[src/rtl/rv_wb_pkg.sv]
// rv_wb_pkg: shared state, source and request types for the write-back port arbiter
package rv_wb_pkg;
  typedef enum logic [1:0] {WB_IDLE, WB_PEND, WB_FORCE} wb_state_t;
  typedef enum logic {WB_SRC_PIPE = 1'b0, WB_SRC_MDU = 1'b1} wb_src_t;
  typedef struct packed {
    logic [4:0]  rd;
    logic [31:0] data;
  } wb_req_t;
endpackage

[src/rtl/rv_wb_fifo.sv]
// rv_wb_fifo: synchronous FIFO of MDU write-back requests with occupancy count
module rv_wb_fifo
  import rv_wb_pkg::*;
#(
  parameter int DEPTH = 2,
  localparam int AW = $clog2(DEPTH)
) (
  input  logic          i_clk,
  input  logic          i_reset,
  input  logic          i_push,
  input  logic          i_pop,
  input  wb_req_t       i_data,
  output logic          o_full,
  output logic          o_empty,
  output logic [AW:0]   o_count,
  output wb_req_t       o_head
);
  wb_req_t       r_mem [DEPTH];
  logic [AW-1:0] r_wr;
  logic [AW-1:0] r_rd;
  logic [AW:0]   r_count;
  logic          w_push;
  logic          w_pop;
  assign w_push  = i_push & ~o_full;
  assign w_pop   = i_pop & ~o_empty;
  assign o_full  = r_count == (AW+1)'(DEPTH);
  assign o_empty = r_count == '0;
  assign o_count = r_count;
  assign o_head  = r_mem[r_rd];
  // pointers wrap naturally; push and pop together leave the count unchanged
  always_ff @(posedge i_clk) begin
    if (i_reset) begin
      r_wr    <= '0;
      r_rd    <= '0;
      r_count <= '0;
    end else begin
      if (w_push) r_wr <= r_wr + AW'(1);
      if (w_pop) r_rd <= r_rd + AW'(1);
      r_count <= r_count + (AW+1)'(w_push) - (AW+1)'(w_pop);
    end
  end
  // storage needs no reset: the count decides what is valid
  always_ff @(posedge i_clk) begin
    if (w_push) r_mem[r_wr] <= i_data;
  end
endmodule

[src/rtl/rv_wb_arbiter.sv]
// rv_wb_arbiter: shares the regfile write port between pipeline write-back and MDU results (option RV_WB_MDU_BYPASS_EN)
module rv_wb_arbiter
  import rv_wb_pkg::*;
#(
  parameter int DEPTH        = 2,
  parameter int STARVE_LIMIT = 4
) (
  input  logic        i_clk,
  input  logic        i_reset,
  input  logic        i_pipe_reg_write,
  input  logic [4:0]  i_pipe_rd,
  input  logic [31:0] i_pipe_data,
  input  logic        i_mdu_valid,
  input  logic [4:0]  i_mdu_rd,
  input  logic [31:0] i_mdu_data,
  output logic        o_mdu_ready,
  output logic        o_stall,
  output logic        o_reg_write,
  output logic [4:0]  o_rd,
  output logic [31:0] o_data,
  output logic        o_src,
  output logic        o_mdu_pending
);
  localparam int AW = $clog2(DEPTH);
  wb_state_t   r_state;
  wb_state_t   w_state_nxt;
  logic [7:0]  r_starve;
  logic [7:0]  w_starve_nxt;
  logic        w_full;
  logic        w_empty;
  logic [AW:0] w_count;
  wb_req_t     w_head;
  wb_req_t     w_mdu_req;
  logic        w_pipe_wants;
  logic        w_hs;
  logic        w_bypass;
  logic        w_push;
  logic        w_pop;
  logic        w_force;
  logic        w_nonempty_nxt;
  wb_src_t     w_src;
  assign w_pipe_wants = i_pipe_reg_write & (i_pipe_rd != 5'd0);
  assign o_mdu_ready  = ~i_reset & ~w_full;
  assign w_hs         = i_mdu_valid & o_mdu_ready;
  assign w_force      = r_state == WB_FORCE;
  assign w_mdu_req    = '{rd: i_mdu_rd, data: i_mdu_data};
`ifdef RV_WB_MDU_BYPASS_EN
  assign w_bypass = w_hs & (i_mdu_rd != 5'd0) & w_empty & ~w_pipe_wants;
`else
  assign w_bypass = 1'b0;
`endif
  assign w_push = w_hs & (i_mdu_rd != 5'd0) & ~w_bypass;
  assign w_pop  = ~i_reset & ~w_empty & (w_force | ~w_pipe_wants);
  rv_wb_fifo #(.DEPTH(DEPTH)) u_fifo (
    .i_clk   (i_clk),
    .i_reset (i_reset),
    .i_push  (w_push),
    .i_pop   (w_pop),
    .i_data  (w_mdu_req),
    .o_full  (w_full),
    .o_empty (w_empty),
    .o_count (w_count),
    .o_head  (w_head)
  );
  // state and starvation counter registers
  always_ff @(posedge i_clk) begin
    if (i_reset) begin
      r_state  <= WB_IDLE;
      r_starve <= '0;
    end else begin
      r_state  <= w_state_nxt;
      r_starve <= w_starve_nxt;
    end
  end
  // arbitration: forced MDU slot, then pipeline, then FIFO head (or same-cycle bypass)
  always_comb begin
    w_src          = (w_pop | w_bypass) ? WB_SRC_MDU : WB_SRC_PIPE;
    o_src          = w_src;
    o_stall        = ~i_reset & w_force;
    o_reg_write    = w_pop | w_bypass | (~i_reset & ~w_force & w_pipe_wants);
    o_rd           = w_pop ? w_head.rd : w_bypass ? i_mdu_rd : i_pipe_rd;
    o_data         = w_pop ? w_head.data : w_bypass ? i_mdu_data : i_pipe_data;
    o_mdu_pending  = ~i_reset & ~w_empty;
    w_starve_nxt   = w_pop ? 8'd0 : (r_state == WB_PEND) ? r_starve + 8'd1 : r_starve;
    w_nonempty_nxt = w_push | (w_count > (AW+1)'(1)) | (~w_empty & ~w_pop);
    w_state_nxt    = (r_state == WB_PEND && !w_pop && w_starve_nxt == 8'(STARVE_LIMIT)) ? WB_FORCE :
                     w_nonempty_nxt ? WB_PEND : WB_IDLE;
  end
endmodule

[config.mk]
export PLATFORM = sky130hd
export DESIGN_NAME = rv_wb_arbiter
export DESIGN_NICKNAME = d
export VERILOG_FILES = /design/src/rtl/rv_wb_pkg.sv /design/src/rtl/rv_wb_fifo.sv /design/src/rtl/rv_wb_arbiter.sv
export SDC_FILE = /design/constraint.sdc
export NUM_CORES = 1
export LEC_CHECK = 0
export BUFFER_PORTS_ARGS = -buffer_cell sky130_fd_sc_hd__buf_4
export CORE_ASPECT_RATIO = 0.5
export CORE_MARGIN = 2
export CORE_UTILIZATION = 45
export CTS_BUF_LIST = sky130_fd_sc_hd__clkbuf_16
export CTS_CLUSTER_SIZE = 20
export DETAILED_ROUTE_END_ITERATION = 6
export GPL_ROUTABILITY_DRIVEN = 0
export PLACE_DENSITY_LB_ADDON = 0.3
export SETUP_SLACK_MARGIN = 0.05
export SYNTH_ARGS = -nofsm -noshare
export SYNTH_HDL_FRONTEND = slang
export SYNTH_SLANG_ARGS = --single-unit
[constraint.sdc]
create_clock -name i_clk -period 3.9 [get_ports i_clk]
set_clock_uncertainty 0.2 [all_clocks]
set_input_delay 0.78 -clock i_clk [delete_from_list [all_inputs] [get_ports i_clk]]
set_output_delay 0.78 -clock i_clk [all_outputs]
set_load 0.05 [all_outputs]
## Word-level counts from Yosys, hierarchy flattened

Memory sizes are Yosys's and may differ from the RTL's. A register that Yosys moved wholly into a read port is not among the register bits.
Cells that the tools add are included.

| cells by class | value |
|---|---|
| add/sub/neg operators | 5 |
| multiply operators | 0 |
| div/mod/pow operators | 0 |
| magnitude comparators | 1 |
| equal/unequal tests | 4 |
| shift-type cells | 0 |
| multiplexer cells | 11 |
| bitwise operators | 22 |
| reductions and logical operators | 7 |

Operator list:

| kind | count |
|---|---|
| 2-to-1 mux 32 bit | 1 |
| 2-to-1 mux 8 bit | 2 |
| bitwise AND 1 bit | 12 |
| nonzero test 5 bit | 2 |
| adder 8 x 1 -> 8 bit, second input constant | 1 |
| equality test 8 x 3 -> 1 bit, second input constant | 1 |
| 2-to-1 mux 1 bit | 6 |
| inverter 1 bit | 6 |
| 2-to-1 mux 5 bit | 1 |
| equality test 2 bit, second input constant | 2 |
| OR 1 bit | 4 |
| adder 1 bit, second input constant | 2 |
| adder 2 x 1 -> 2 bit | 1 |
| equality test 2 x 1 -> 1 bit, second input constant | 1 |
| > comparator 2 x 1 -> 1 bit, second input constant | 1 |
| logical AND 1 bit | 2 |
| logical NOT 2 bit | 1 |
| 2-to-1 mux 2 bit | 1 |
| OR reduction 2 bit | 1 |
| subtractor 2 x 1 -> 2 bit | 1 |
| logical NOT 1 bit | 1 |

| word-level totals | value |
|---|---|
| flip-flop bits (word level) | 14 |
| latch bits | 0 |
| bits in writable memories | 74 |
| memory bits (read-only) | 0 |
| input bits | 78 |
| output and inout port bits | 42 |
| logic and storage cells | 57 |
| memories | 1 |

Memory list:

| name | depth | bits a word | read ports | clocked after memory_dff | wr ports | RTL line | text |
|---|---|---|---|---|---|---|---|
| u_fifo.r_mem | 2 | 37 | 1 | 1 | 1 | rv_wb_fifo.sv:18 | `wb_req_t r_mem [DEPTH];` |

## Depth between registers and ports, before layout

| depth | value |
|---|---|
| word-level depth | 10 |
| depth in mapped cells | 12 |
| gate-level depth less buffers | 10 |

## By module

A second synthesis with hierarchy kept.

| second synthesis, totals | value |
|---|---|
| cell total of the unflattened synthesis | 250 |
| area total of the unflattened synthesis | 4062.6 µm² |

Modules (own cells, without submodules):

| module | instances | cells each | area each (µm²) | seq. area each (µm²) |
|---|---|---|---|---|
| rv_wb_fifo | 1 | 143 | 3061.7 | 2322.2 |
| rv_wb_arbiter | 1 | 107 | 1001.0 | 200.2 |

## Worst setup path before layout

No wires, ideal clock.

| timing | value |
|---|---|
| path kind | input-to-output |
| start | input i_pipe_rd[1] |
| end | output o_data[0] |
| arrival time | 2504 ps |
| data required time | 2920 ps |
| setup slack | 416 ps |
| stages on the path | 5 |
| path buffers | 1 |
| cells stage by stage | or4_4 o211ai_4 buf_6 a21oi_1 a21oi_1 |

| between the ends | value |
|---|---|
| longest elaborated chain between the ends | 6 |

RTL lines:

| item | RTL line | text |
|---|---|---|
| start: declaration | rv_wb_arbiter.sv:11 | `input logic [4:0] i_pipe_rd,` |
| nonzero test 5 bit | rv_wb_arbiter.sv:42 | `assign w_pipe_wants = i_pipe_reg_write & (i_pipe_rd != 5'd0);` |
| bitwise AND 1 bit | rv_wb_arbiter.sv:42 |  |
| inverter 1 bit | rv_wb_arbiter.sv:53 | `assign w_pop = ~i_reset & ~w_empty & (w_force \| ~w_pipe_wants);` |
| OR 1 bit | rv_wb_arbiter.sv:53 |  |
| bitwise AND 1 bit | rv_wb_arbiter.sv:53 |  |
| 2-to-1 mux 32 bit | rv_wb_arbiter.sv:82 | `o_data = w_pop ? w_head.data : w_bypass ? i_mdu_data : i_pipe_data;` |
| end: declaration | rv_wb_arbiter.sv:20 | `output logic [31:0] o_data,` |

No other way between the ends.

## Worst setup path after layout

| timing | value |
|---|---|
| start | input i_pipe_rd[1] |
| end | output o_data[22] |

The elaborated chain is that of the path after synthesis.

==> results.toml <==
[final_layout]
drive_gt1_share_pct = 42.8
nFillCells = 702
area_growth_syn_to_layout_pct = 33.5
area.sequential_sq_mm = 0.00252
final_util_pct = 61.9
multiInputGateArea_sq_mm = 0.00134
stdcell_area_sq_mm = 0.00539
num_antenna_cells = 0
nets = 497

[setup_path]
cp-start-kind = "input pin"
crit_path_end_kind = "output pin"
cpMostUsedCell = "buf_4"
cp_max_fo = 31
path_cells = "buf_4 -> or4_4 -> o211ai_4 -> buf_4 -> a21oi_1 -> a21oi_2 -> buf_4"
worstPathArrival_ps = 2530
cpPeakStageDelay_ps = 540
worstSetupPathType = "in -> out"
crit_required_ps = 2920
crit_slowest_cell = "or4_4"

[synthesis]
yosys-mux-area-fraction_pct = 9.43
synth_simple_gate_area_share_pct = 5.18
async_reset_ff_share_pct = 0
postSynthCellCount = 298
yosysTopAreaCell = "edfxtp_1"
synth_top_family_by_area = "compound AO/OA/AOI/OAI gates"
yosysMostFrequentCell = "edfxtp_1"
synth_area_sq_mm = 0.00403
synth-seq-cells = 89
synth_edf_count = 74
synth_top_area_share_pct = 55.1
ys.flop_type = "edfxtp_1"
syn_nets = 379
synth_compound_area_share_pct = 14.7
synth.avg_cell_area_sq_um = 13.5
yosys.area_share.adder_pct = 0.931
ys_top_cells_by_area = "edfxtp_1 (55%), mux2i_1 (9.4%), dfxtp_1 (7.4%), a21oi_2 (6.3%), a21oi_1 (5.8%)"
ys_seq_area_share_pct = 62.5
ys_types = 38
synthTopCellsByCount = "edfxtp_1 (74), a21oi_1 (47), mux2i_1 (38)"
synth-xor-area-share_pct = 2.61
yosys_warnings = 0

[power_and_ir_drop]
p_clk_share_pct = 34.8
p_int_w = 0.00206
power.density_mw_per_mm2 = 543
p_seq_share_pct = 39.2
leakage_nw = 2.02
p_switching_w = 0.000866
sw_frac_of_total_pct = 29.6
comb_power_share_pct = 26.0
vdd_drop_max_mv = 0.266

[clocking]
cts_hold_buffers = 0
clock-root-buffer = "clkbuf_16"
htree_num_levels = 3
clockBufferDepth = 2
clk_pin_slew_ps = 60
ctsResizeCount = 0
numCtsBuffers = 9
cts_setup_buffers = 0
insertion_delay_ps = 330
tritoncts = "yes"
clock_sinks = 89

[detailed_routing]
drt_pass1_iterations = 4
drt_wl_total_um = 8870
wl_per_cell_um = 16.5
drc = 0
ant_nets = 0
dr.first_iter.drc_count = 141
post_drt_via_cell_ratio = 5.21
vias = 2804

[timing]
postLayoutSetupSlackWorst_ps = 388
setup_viol = 0
min_period_ps = 3510
rsz0062_at_grt = "false"
max_slew.worst_pin.slew_ps = 939
slew_viol_final = 0
fin_crit_sh_pct = 90.0
final-hold-violation-count = 0
max-slew-margin-rel_pct = 37.4
max_freq_mhz = 285
tns_ps = 0

[placed_design]
dpl-instance-area_sq_mm = 0.00503
port_buffers = 119
place_ws_ps = 412
place_hpwl_um = 6260

[global_routing]
grtUsageMet2_pct = 34.7
grt_usage_pct = 18.6
grt_pass1_vias = 2838
grt_overflow = 0
grt_max_degree = 39
antenna_found_initial = 0
grt_util_met3_pct = 5.02
grt.busiest_layer = "met2"
grtUsageMet1_pct = 20.6
grt_pass1_wl_um = 13700

[status]
status = "finished clean"

[floorplan]
die_w_um = 138
row_count = 24
start_util_pct = 46.3
die_h_um = 71.0
dieArea_sq_mm = 0.00978
io_pins = 120
core-area_sq_mm = 0.00871

[job]
max_cap_violations = 0

[min_path]
hold_class = "reg -> reg"
critical path: cells and delay by family:
family                 cells  cell delay [ps]
AOI/OAI and AO/OA          3              500
and+or+nand+nor            1              540
buffers and inverters      3              690
path summary, 6_finish.rpt:
check / depth (start not counted) / start / slack, ps / to
setup reg to reg: 11 / r_state[0]$_SDFF_PP0_ / 1550 / u_fifo.o_count[1]$_SDFF_PP0_
setup / recovery: 7 / i_pipe_rd[1] / 390 / o_data[22]
hold reg to reg: 1 / u_fifo.r_rd$_SDFFE_PP0P_ / 280 / register
hold / removal: 1 / u_fifo.r_rd$_SDFFE_PP0P_ / 280 / register
metal layers:
layer	share of wire, %	up-vias
met5	0	-
met4	0.71	0
met3	5.3	6
met2	54	82
met1	40	1355
li1	-	1361
cells in the final DEF (no fill, tap or decap), types with 2 or more instances in the layout:
cell / netlist / layout
a21oi_1: 47 / 47
a21oi_2: 29 / 29
buf_12: 3 / 2
buf_4: 0 / 126
bufinv_16: 0 / 4
clkbuf_16: 0 / 9
clkinv_2: 0 / 2
dfxtp_1: 15 / 14
edfxtp_1: 74 / 74
ha_1: 3 / 3
inv_1: 7 / 8
mux2i_1: 38 / 38
nand2_1: 3 / 3
nand2b_1: 2 / 2
nand3_1: 2 / 2
nand4_1: 3 / 3
nor2_1: 9 / 7
nor2_4: 0 / 2
nor2b_1: 2 / 2
nor3_1: 10 / 10
o211ai_1: 2 / 2
o21ai_0: 4 / 4
xnor2_1: 5 / 5
xor2_1: 7 / 7
per-stage QoR:
stage               hold slack [ps]  instances  total power [W]
finish                          277        538          0.00292
CTS                             275        538          0.00296
global placement                258        522          0.00191
floorplan                       240        298          0.00170
detailed placement              255        522          0.00193
global route                    293        538          0.00304
registers in the layout, indices dropped and copies added, names as in the netlist, named ones only:
signal and cells:
r_starve 8, r_state 2, u_fifo.o_count 2, u_fifo.r_mem 74, u_fifo.r_rd 1, u_fifo.r_wr 1
area by class of cell:
class                           count  area share, %
Clock buffer                        9           4.18
Clock inverter                      7           2.49
Inverter                            8          0.557
Multi-Input combinational cell    180           24.9
Sequential cell                    89           46.9
Tap cell                          117           2.72
Timing Repair Buffer              128           18.3
kinds of logic (layout without fill, tap and decap cells):
| logic type | count (synthesis) | after routing |
|---|---|---|
| AOI/OAI and AO/OA | 88 | 88 |
| xor gates and xnor gates | 12 | 12 |
| adders and majority gates | 3 | 3 |
| buffers and inverters | 29 | 152 |
| DFF | 89 | 89 |
| muxes | 38 | 38 |
| and+or+nand+nor | 39 | 39 |
power groups by stage:
stage	Combinational, W	Clock [W]	Sequential [W]
4_1_cts	0.000766	0.00105	0.00115
5_1_grt	0.000810	0.00108	0.00115
3_5_place_dp	0.000764	0	0.00117
2_1_floorplan	0.000560	0	0.00114
6_report	0.000759	0.00102	0.00115
3_3_place_gp	0.000746	0	0.00116
(Power assumes the default switching activity.)
